**src/rtl/dmem_arbiter_if.sv**
```systemverilog
// dmem_arbiter_if: bundle of the two requester ports and the data-memory bus
// around the shared data-memory arbiter.
//
// Signals
//   req0/req1, we0/we1, addr0/addr1, wdata0/wdata1 : requester -> arbiter
//   gnt0/gnt1, done0/done1, err0/err1              : arbiter -> requester pulses
//   rdata0/rdata1                                  : arbiter -> requester read data
//   memAddr, memWriteData, MemWrite, MemRead       : arbiter -> memory
//   memReadData                                    : memory  -> arbiter
//
// Modports
//   slave  : arbiter view (serves the requesters, drives the memory)
//   master : environment view (requesters plus memory), opposite directions

interface dmem_arbiter_if;
  logic        req0;
  logic        req1;
  logic        we0;
  logic        we1;
  logic [31:0] addr0;
  logic [31:0] addr1;
  logic [31:0] wdata0;
  logic [31:0] wdata1;
  logic        gnt0;
  logic        gnt1;
  logic        done0;
  logic        done1;
  logic [31:0] rdata0;
  logic [31:0] rdata1;
  logic        err0;
  logic        err1;
  logic [31:0] memAddr;
  logic [31:0] memWriteData;
  logic        MemWrite;
  logic        MemRead;
  logic [31:0] memReadData;

  modport slave (
    input  req0, req1, we0, we1, addr0, addr1, wdata0, wdata1, memReadData,
    output gnt0, gnt1, done0, done1, rdata0, rdata1, err0, err1,
    output memAddr, memWriteData, MemWrite, MemRead
  );

  modport master (
    output req0, req1, we0, we1, addr0, addr1, wdata0, wdata1, memReadData,
    input  gnt0, gnt1, done0, done1, rdata0, rdata1, err0, err1,
    input  memAddr, memWriteData, MemWrite, MemRead
  );
endinterface

```
**src/rtl/dmem_arbiter.sv**
```systemverilog
// dmem_arbiter: two-port arbiter and sequencer for the shared 32-bit data memory
// (MEM_WORDS words, registered read whose output is gated by MemRead).
//
// One word access is serviced at a time:
//   IDLE   -> sample requests, latch the winner's qualifiers
//   ACCESS -> gnt pulse, drive memory address/data/strobe (suppressed if out of range)
//   RESP   -> in-range reads only: hold MemRead/memAddr, capture memReadData
//   DONE   -> done pulse (plus err if out of range)
//
// Ports
//   clk   : rising-edge clock
//   rst_n : asynchronous active-low reset
//   bus   : dmem_arbiter_if.slave (requester handshakes and memory bus)
//
// Parameters
//   MEM_WORDS : memory depth in words; byte addresses >= MEM_WORDS*4 are errors
//
// Build option
//   DMEM_ARB_RR_EN : when defined, a simultaneous request goes to the port that
//                    was not granted last; otherwise port 0 always wins.

module dmem_arbiter #(
  parameter int unsigned MEM_WORDS = 1024
) (
  input  logic          clk,
  input  logic          rst_n,
  dmem_arbiter_if.slave bus
);

  localparam logic [31:0] AddrLimit = 32'(MEM_WORDS * 4);

  typedef enum logic [1:0] {
    StIdle,
    StAccess,
    StResp,
    StDone
  } state_e;

  state_e      state_q, state_d;
  logic        owner_q, owner_d;  // 0 = port 0, 1 = port 1
  logic        we_q, we_d;
  logic [31:0] addr_q, addr_d;
  logic [31:0] wdata_q, wdata_d;
  logic        oor_q, oor_d;      // latched address was out of range
  logic [31:0] rdata0_q, rdata0_d;
  logic [31:0] rdata1_q, rdata1_d;

  logic        any_req;
  logic        pick1;             // port 1 wins this sample
  logic [31:0] sel_addr;

  assign any_req  = bus.req0 | bus.req1;
  assign sel_addr = pick1 ? bus.addr1 : bus.addr0;

`ifdef DMEM_ARB_RR_EN
  // Last-granted port; resets to port 1 so port 0 wins the first conflict.
  logic last_q, last_d;

  assign pick1 = bus.req1 & (~bus.req0 | ~last_q);

  always_comb begin
    last_d = last_q;
    if (state_q == StIdle && any_req) begin
      last_d = pick1;
    end
  end

  always_ff @(posedge clk or negedge rst_n) begin
    if (!rst_n) begin
      last_q <= 1'b1;
    end else begin
      last_q <= last_d;
    end
  end
`else
  assign pick1 = bus.req1 & ~bus.req0;
`endif

  // Next-state and datapath register updates.
  always_comb begin
    state_d  = state_q;
    owner_d  = owner_q;
    we_d     = we_q;
    addr_d   = addr_q;
    wdata_d  = wdata_q;
    oor_d    = oor_q;
    rdata0_d = rdata0_q;
    rdata1_d = rdata1_q;

    unique case (state_q)
      StIdle: begin
        if (any_req) begin
          state_d = StAccess;
          owner_d = pick1;
          we_d    = pick1 ? bus.we1 : bus.we0;
          addr_d  = sel_addr;
          wdata_d = pick1 ? bus.wdata1 : bus.wdata0;
          // Low address bits are ignored by the memory, so only the upper bound matters.
          oor_d   = (sel_addr >= AddrLimit);
        end
      end

      StAccess: begin
        if (!oor_q && !we_q) begin
          state_d = StResp;
        end else begin
          state_d = StDone;
        end
        // Out-of-range read returns zero, visible together with done.
        if (oor_q && !we_q) begin
          if (owner_q) begin
            rdata1_d = '0;
          end else begin
            rdata0_d = '0;
          end
        end
      end

      StResp: begin
        state_d = StDone;
        if (owner_q) begin
          rdata1_d = bus.memReadData;
        end else begin
          rdata0_d = bus.memReadData;
        end
      end

      StDone: begin
        state_d = StIdle;
      end

      default: begin
        state_d = StIdle;
      end
    endcase
  end

  always_ff @(posedge clk or negedge rst_n) begin
    if (!rst_n) begin
      state_q  <= StIdle;
      owner_q  <= 1'b0;
      we_q     <= 1'b0;
      addr_q   <= '0;
      wdata_q  <= '0;
      oor_q    <= 1'b0;
      rdata0_q <= '0;
      rdata1_q <= '0;
    end else begin
      state_q  <= state_d;
      owner_q  <= owner_d;
      we_q     <= we_d;
      addr_q   <= addr_d;
      wdata_q  <= wdata_d;
      oor_q    <= oor_d;
      rdata0_q <= rdata0_d;
      rdata1_q <= rdata1_d;
    end
  end

  // Outputs are decoded from registered state only, so reset clears them at once.
  always_comb begin
    bus.gnt0         = 1'b0;
    bus.gnt1         = 1'b0;
    bus.done0        = 1'b0;
    bus.done1        = 1'b0;
    bus.err0         = 1'b0;
    bus.err1         = 1'b0;
    bus.memAddr      = '0;
    bus.memWriteData = '0;
    bus.MemWrite     = 1'b0;
    bus.MemRead      = 1'b0;

    unique case (state_q)
      StIdle: begin
      end

      StAccess: begin
        bus.gnt0 = ~owner_q;
        bus.gnt1 = owner_q;
        if (!oor_q) begin
          bus.memAddr      = addr_q;
          bus.memWriteData = we_q ? wdata_q : '0;
          bus.MemWrite     = we_q;
          bus.MemRead      = ~we_q;
        end
      end

      StResp: begin
        bus.memAddr = addr_q;
        bus.MemRead = 1'b1;
      end

      StDone: begin
        bus.done0 = ~owner_q;
        bus.done1 = owner_q;
        bus.err0  = ~owner_q & oor_q;
        bus.err1  = owner_q & oor_q;
      end

      default: begin
      end
    endcase
  end

  assign bus.rdata0 = rdata0_q;
  assign bus.rdata1 = rdata1_q;

  // Handshake sanity: one grant at a time, never grant and done together.
  gnt_onehot_a: assert property (@(posedge clk) disable iff (!rst_n)
    !(bus.gnt0 && bus.gnt1));
  gnt_done_excl_a: assert property (@(posedge clk) disable iff (!rst_n)
    !((bus.gnt0 || bus.gnt1) && (bus.done0 || bus.done1)));

endmodule

```
**src/flat_wrapper.sv**
```systemverilog
// flat-port wrapper written by rule: the top's interface ports become plain ports
module dmem_arbiter_flat 
#(
  parameter int unsigned MEM_WORDS = 1024
)
  (clk, rst_n, bus_req0, bus_req1, bus_we0, bus_we1, bus_addr0, bus_addr1, bus_wdata0, bus_wdata1, bus_memReadData, bus_gnt0, bus_gnt1, bus_done0, bus_done1, bus_rdata0, bus_rdata1, bus_err0, bus_err1, bus_memAddr, bus_memWriteData, bus_MemWrite, bus_MemRead);
  dmem_arbiter_if bus_i ();
  input  logic clk;
  input  logic rst_n;
  input wire logic [$bits(bus_i.req0)-1:0] bus_req0;
  input wire logic [$bits(bus_i.req1)-1:0] bus_req1;
  input wire logic [$bits(bus_i.we0)-1:0] bus_we0;
  input wire logic [$bits(bus_i.we1)-1:0] bus_we1;
  input wire logic [$bits(bus_i.addr0)-1:0] bus_addr0;
  input wire logic [$bits(bus_i.addr1)-1:0] bus_addr1;
  input wire logic [$bits(bus_i.wdata0)-1:0] bus_wdata0;
  input wire logic [$bits(bus_i.wdata1)-1:0] bus_wdata1;
  input wire logic [$bits(bus_i.memReadData)-1:0] bus_memReadData;
  output wire logic [$bits(bus_i.gnt0)-1:0] bus_gnt0;
  output wire logic [$bits(bus_i.gnt1)-1:0] bus_gnt1;
  output wire logic [$bits(bus_i.done0)-1:0] bus_done0;
  output wire logic [$bits(bus_i.done1)-1:0] bus_done1;
  output wire logic [$bits(bus_i.rdata0)-1:0] bus_rdata0;
  output wire logic [$bits(bus_i.rdata1)-1:0] bus_rdata1;
  output wire logic [$bits(bus_i.err0)-1:0] bus_err0;
  output wire logic [$bits(bus_i.err1)-1:0] bus_err1;
  output wire logic [$bits(bus_i.memAddr)-1:0] bus_memAddr;
  output wire logic [$bits(bus_i.memWriteData)-1:0] bus_memWriteData;
  output wire logic [$bits(bus_i.MemWrite)-1:0] bus_MemWrite;
  output wire logic [$bits(bus_i.MemRead)-1:0] bus_MemRead;
  assign bus_i.req0 = bus_req0;
  assign bus_i.req1 = bus_req1;
  assign bus_i.we0 = bus_we0;
  assign bus_i.we1 = bus_we1;
  assign bus_i.addr0 = bus_addr0;
  assign bus_i.addr1 = bus_addr1;
  assign bus_i.wdata0 = bus_wdata0;
  assign bus_i.wdata1 = bus_wdata1;
  assign bus_i.memReadData = bus_memReadData;
  assign bus_gnt0 = bus_i.gnt0;
  assign bus_gnt1 = bus_i.gnt1;
  assign bus_done0 = bus_i.done0;
  assign bus_done1 = bus_i.done1;
  assign bus_rdata0 = bus_i.rdata0;
  assign bus_rdata1 = bus_i.rdata1;
  assign bus_err0 = bus_i.err0;
  assign bus_err1 = bus_i.err1;
  assign bus_memAddr = bus_i.memAddr;
  assign bus_memWriteData = bus_i.memWriteData;
  assign bus_MemWrite = bus_i.MemWrite;
  assign bus_MemRead = bus_i.MemRead;
  dmem_arbiter #(.MEM_WORDS(MEM_WORDS)) u_core (.clk(clk), .rst_n(rst_n), .bus(bus_i));
endmodule
```
**config.mk**
```make
export PLATFORM = sky130hd
export DESIGN_NAME = dmem_arbiter_flat
export DESIGN_NICKNAME = d
export VERILOG_FILES = /design/src/rtl/dmem_arbiter_if.sv /design/src/rtl/dmem_arbiter.sv /design/src/flat_wrapper.sv
export SDC_FILE = /design/constraint.sdc
export NUM_CORES = 1
export LEC_CHECK = 0
export ABC_CLOCK_PERIOD_IN_PS = 1700
export BUFFER_PORTS_ARGS = -buffer_cell sky130_fd_sc_hd__buf_2
export CORE_MARGIN = 5
export CORE_UTILIZATION = 42
export DETAILED_ROUTE_END_ITERATION = 16
export HOLD_SLACK_MARGIN = 0.15
export PLACE_DENSITY = 0.77
export SETUP_SLACK_MARGIN = 0.1
export SLEW_MARGIN = 15
export SYNTH_ARGS = -nofsm -noshare
export SYNTH_HDL_FRONTEND = slang
export SYNTH_SLANG_ARGS = --single-unit
```
**constraint.sdc**
```tcl
create_clock -name clk -period 1.7 [get_ports clk]
set_clock_uncertainty 0.05 [all_clocks]
set_input_delay 0.085 -clock clk [delete_from_list [all_inputs] [get_ports clk]]
set_output_delay 0.085 -clock clk [all_outputs]
set_load 0.01 [all_outputs]
```
## Word level (Yosys, flattened, before mapping)

Index checks and enable logic that the tools add are counted.

- Eq/ne operators: 9
- Muxes and demuxes: 29
- Order comparisons: 1
- Reduce and logical (&&, ||, !) cells: 9
- Bitwise operators: 7

Operator list:

| kind | count |
|---|---|
| $mux W32 | 12 |
| $pmux W32 S2 | 3 |
| $ge A32 B13 Y1 const B | 1 |
| $mux W1 | 11 |
| $ne A2 B1 Y1 const B | 4 |
| $pmux W2 S4 | 1 |
| $reduce_and A4 Y1 | 2 |
| $eq A2 B2 Y1 const B | 2 |
| $ne A2 B2 Y1 const B | 2 |
| $and A1 B1 Y1 | 3 |
| $not A1 Y1 | 3 |
| $eq A2 B1 Y1 const B | 1 |
| $logic_and A1 B1 Y1 | 2 |
| $logic_not A1 Y1 | 2 |
| $logic_not A2 Y1 | 1 |
| $mux W2 | 1 |
| $pmux W1 S2 | 1 |
| $reduce_and A2 Y1 | 1 |
| $reduce_bool A2 Y1 | 1 |
| $or A1 B1 Y1 | 1 |

- Output and inout bits: 136
- Register bits: 133
- Input bits: 166
- Word-level logic and storage cells: 63

## Depth between registers and ports, before layout

- Depth in word-level cells: 4
- Gate-level depth with buffers: 8
- Gate-level depth less buffers: 6

## Worst setup path after synthesis

No wires, ideal clock.

- Path type: flip-flop to flip-flop
- Start point: reg u_core.state_q[0]
- End point: reg u_core.rdata1_q[0] (netlist: u_core.bus.rdata1[0])
- Slack: 0.074 ns
- Buffers on the path: 2
- Setup time: 0.127 ns
- Arrival time: 1.449 ns
- Stages on the path, launching flop included: 8
- Required time: 1.523 ns
- Period minus slack after synthesis: 1.626 ns
- Cells stage by stage: dfrtp_1 > inv_1 > ha_1 > buf_2 > nor2b_1 > o21ai_2 > clkbuf_2 > o21ai_0

- Word-level cells in the longest chain between the ends: 3
- Elaborated cells on any way between the ends: 8
- Those cells by class: eq/ne (5); mux (1); reduce/logical (2)

Ends and longest elaborated chain:

| element | RTL line | text |
|---|---|---|
| start, declared | dmem_arbiter.sv:39 | `state_e state_q, state_d;` |
| start signal, assigned | dmem_arbiter.sv:140 | `state_q <= StIdle;` |
| start signal, assigned | dmem_arbiter.sv:149 | `state_q <= state_d;` |
| $eq A2 B1 Y1 / $eq A2 B2 Y1 (equally long branches) | dmem_arbiter.sv:90 | `unique case (state_q)` |
| $ne A2 B1 Y1 (no source line) / $reduce_bool A2 Y1 (equally long branches) | - |  |
| $reduce_and A4 Y1 (no source line) | - |  |
| end signal, assigned | dmem_arbiter.sv:156 | `rdata1_q <= rdata1_d;` |
| end, declared | dmem_arbiter.sv:46 | `logic [31:0] rdata1_q, rdata1_d;` |

Parallel ways exist; a longest one is shown, timed or not.
A chain may end at the register's enable or synchronous reset.

## Worst setup path after layout

- Start point: reg u_core.state_q[1]
- End point: out bus_memAddr[27]

- Word-level cells in the longest chain between the ends: 2
- Elaborated cells on any way between the ends: 3
- Those cells by class: eq/ne (2); mux (1)

Ends and longest elaborated chain:

| element | RTL line | text |
|---|---|---|
| $eq A2 B2 Y1 / $eq A2 B1 Y1 (equally long branches) | dmem_arbiter.sv:173 | `unique case (state_q)` |
| $pmux W32 S2 * | dmem_arbiter.sv:173 |  |
| end, declared | flat_wrapper.sv:27 | `output wire logic [$bits(bus_i.memAddr)-1:0] bus_memAddr;` |

Mark *: on every way between the ends. The rest lies on a longest branch, timed or not.

==> reports/qor.csv <==
metric,value,unit
die_width,131.4,µm
cts_tree,built,
drive_gt1_frac,0.5118,
antenna_found_initial,7,
critPathLaunchType,register,
clkSlewWorstSetupHoldPaths,60,ps
cp-end-kind,primary output,
postRouteAntennaNets,0,
r2r_setup_slack,-380,ps
max_freq,478.7,MHz
route.detailed.drc,0,
p_int,0.01493,W
grt_pass1_vias,8646,
netlist_area,6192,µm²
grt_util_all_layers,0.3520,
synth_warnings,0,
cp-startpoint,u_core.state_q[1],
dr_wl_met3,5283,µm
relSlewSlack,0.7032,
synthFlopType,dfrtp_1,
synth_top_area_share,0.5375,
combPwrFrac,0.608,
r2r_start,u_core.state_q[0],
crit_required,1560,ps
vdd_drop_max,1081,µV
route.top_layer_used,met5,
maxCapViolations,0,
worstHoldStart,bus_addr0[23],
dp_hpwl,14710,µm
drtPass1Iterations,6,
synth_cell_types,32,
cts_max_path_buffers,2,
p_total,0.02650,W
multiInputGateArea,3810,µm²
synthCells,727,
hold_viol,0,
wl_met1,12820,µm
synth_seq_cells,133,
p_per_area,2017,nW/µm²
grt_max_degree,51,
htreeDepth,4,
tightest_slew,441.5,ps
placed_area,8061,µm²
ys_seq_area_frac,0.5375,
die_area,17270,µm²
io_pins,302,
portBuffers,301,
fin_crit_sh,1.229,
rr_worst_depth,11,
totalWireLength,40170,µm
placeableCoreArea,14480,µm²
crit_fanout,7,
finalWorstSetupSlack,-389.1,ps
hold_path_class,input pin to register,
sequential_cell_area,3332,µm²
r2r-end,u_core.bus.rdata1[12],
dp_slack,25.40,ps
hold_depth,5,
chipHeight,131.4,µm
status,"finished, violations left",
numCtsBuffers,17,
gp_congestion,0.8457,
failed_checks,negative setup slack,
hold_ws,272.4,ps
fillers,502,
hold-path-endpoint,u_core.addr_q[23],
arrival,1950,ps
worstSetupPathType,register to primary output,
power.leakage,6.406,nW
cts_sinks,133,
yosysTopAreaCell,dfrtp_1,
slew_violations,0,
finalNetCount,1429,
synth_edf_count,0,
overflow,0,
syn_avg_cell_area,8.517,µm²
utilization,0.9075,
grt_setup_unrepaired,true,
synthArstFlopShare,1.000,
row_count,44,
setup_viol,154,
root_buffer,clkbuf_16,
start_util,0.4277,
drtIter0Drc,1328,
period_needed,2089,ps
viasPerCell,6.314,
grt_pass1_wl,48870,µm
wl_per_cell,27.48,µm
clockPowerShare,0.145,
insertion_delay,430,ps
num_vias,9231,
synth_nets,897,
dr_wl_met2,18420,µm
final_cell_area,13140,µm²
swShare,0.4365,
yosys-top-cells-area,"dfrtp_1 54%, nand2_1 14%, a31oi_1 6.7%, o21ai_0 5.1%, nor2_1 4.1%",
switchingPower,0.01157,W
seqPwrFrac,0.246,
area_delta_synth_final,112.2,%
## metal layers
layer	vias up	GRT usage
li1	3520	-
met1	4270	0.3916
met2	1056	0.6010
met3	383	0.1013
met4	2	0.2034
met5	-	0
## what timing repair did
item / 4_1_cts / 5_1_grt
hold buffers: 166 / 0
pin swaps: 45 / 53
cloned: 19 / 11
endpoints found under the hold margin: 266 / 0
gates resized for setup: 208 / 264
setup buffers: 25 / 21
setup endpoints to repair: 134 / 166
## cell usage in the layout (no fill, tap or decap), types with 16 or more instances in the layout
| cell type | synthesis | routed |
|---|---|---|
| nand2_1 | 230 | 167 |
| nor2_1 | 68 | 48 |
| dlygate4sd3_1 | 0 | 164 |
| buf_2 | 30 | 259 |
| a31oi_1 | 66 | 49 |
| and2_4 | 0 | 34 |
| buf_16 | 0 | 17 |
| dfrtp_1 | 133 | 130 |
| nand2_4 | 0 | 46 |
| buf_12 | 0 | 23 |
| clkbuf_16 | 0 | 27 |
| buf_6 | 1 | 63 |
| buf_4 | 5 | 22 |
| and3_1 | 33 | 30 |
| nand2_2 | 0 | 16 |
| o21ai_2 | 2 | 47 |
## critical path: stages, from the launching register on
cell       delay (ps)
dfrtp_1           390
inv_2              90
ha_4              130
nor2b_4           190
o21a_4            270
clkbuf_16         200
and2_4            150
buf_6             100
## logic make-up (layout without fill, tap and decap cells)
kind of cell,Yosys count,after routing,share of synthesized area
adder cells (fa/ha/maj),4,4,0.008083
other,0,6,0
flip-flops,133,133,0.5375
AND/OR/NAND/NOR,387,387,0.2730
buffers and inverters,59,604,0.04748
AO/OA/AOI/OAI,144,144,0.1340
## sequential cells by signal, summed over array words and instances, names as in the netlist
signal             flops
u_core.bus.rdata0     32
u_core.bus.rdata1     32
u_core.oor_q           1
u_core.owner_q         1
u_core.state_q         2
u_core.we_q            1
u_core.wdata_q        32
u_core.addr_q         32
## worst max-delay path by stage
stage,end,depth (start not counted)
after floorplan,bus_memAddr[0],6
after global placement,bus_memAddr[1],6
after detailed placement,u_core.bus.rdata1[19],6
after CTS,bus_memAddr[6],7
after global routing,bus_memAddr[27],7
final,bus_memAddr[27],7
## final cells by class
type,instances,share of cell area
Antenna cell,6,0.001143
Clock buffer,18,0.03342
Clock inverter,14,0.01152
Inverter,3,0.0008570
Multi-Input combinational cell,535,0.2899
Sequential cell,133,0.2536
Tap cell,184,0.01752
Timing Repair Buffer,569,0.3920
## power by group through the flow
stage	Combinational, W	Sequential [W]	Clock (W)
floorplan	0.00371	0.00576	0
global placement	0.00654	0.00558	0
detailed placement	0.00670	0.00562	0
CTS	0.0118	0.00571	0.00374
global route	0.0166	0.00656	0.00399
finish	0.0161	0.00652	0.00385
## synth_stat cells (2+ instances only)
cell,instances
a21oi_1,3
a31oi_1,66
and2_1,35
and3_1,33
buf_2,30
buf_4,5
clkbuf_1,13
clkbuf_2,7
dfrtp_1,133
ha_1,4
inv_1,3
nand2_1,230
nor2_1,68
nor2b_1,4
nor4_1,6
o21a_1,2
o21ai_0,63
o21ai_1,4
o21ai_2,2
or4_1,4
## per-stage QoR
step	TNS (ps)	instances
floorplan	0	727
global placement	0	1188
detailed placement	0	1188
CTS	-34050	1430
global route	-49760	1461
finish	-39290	1462
Power figures use the tool's default switching activity.
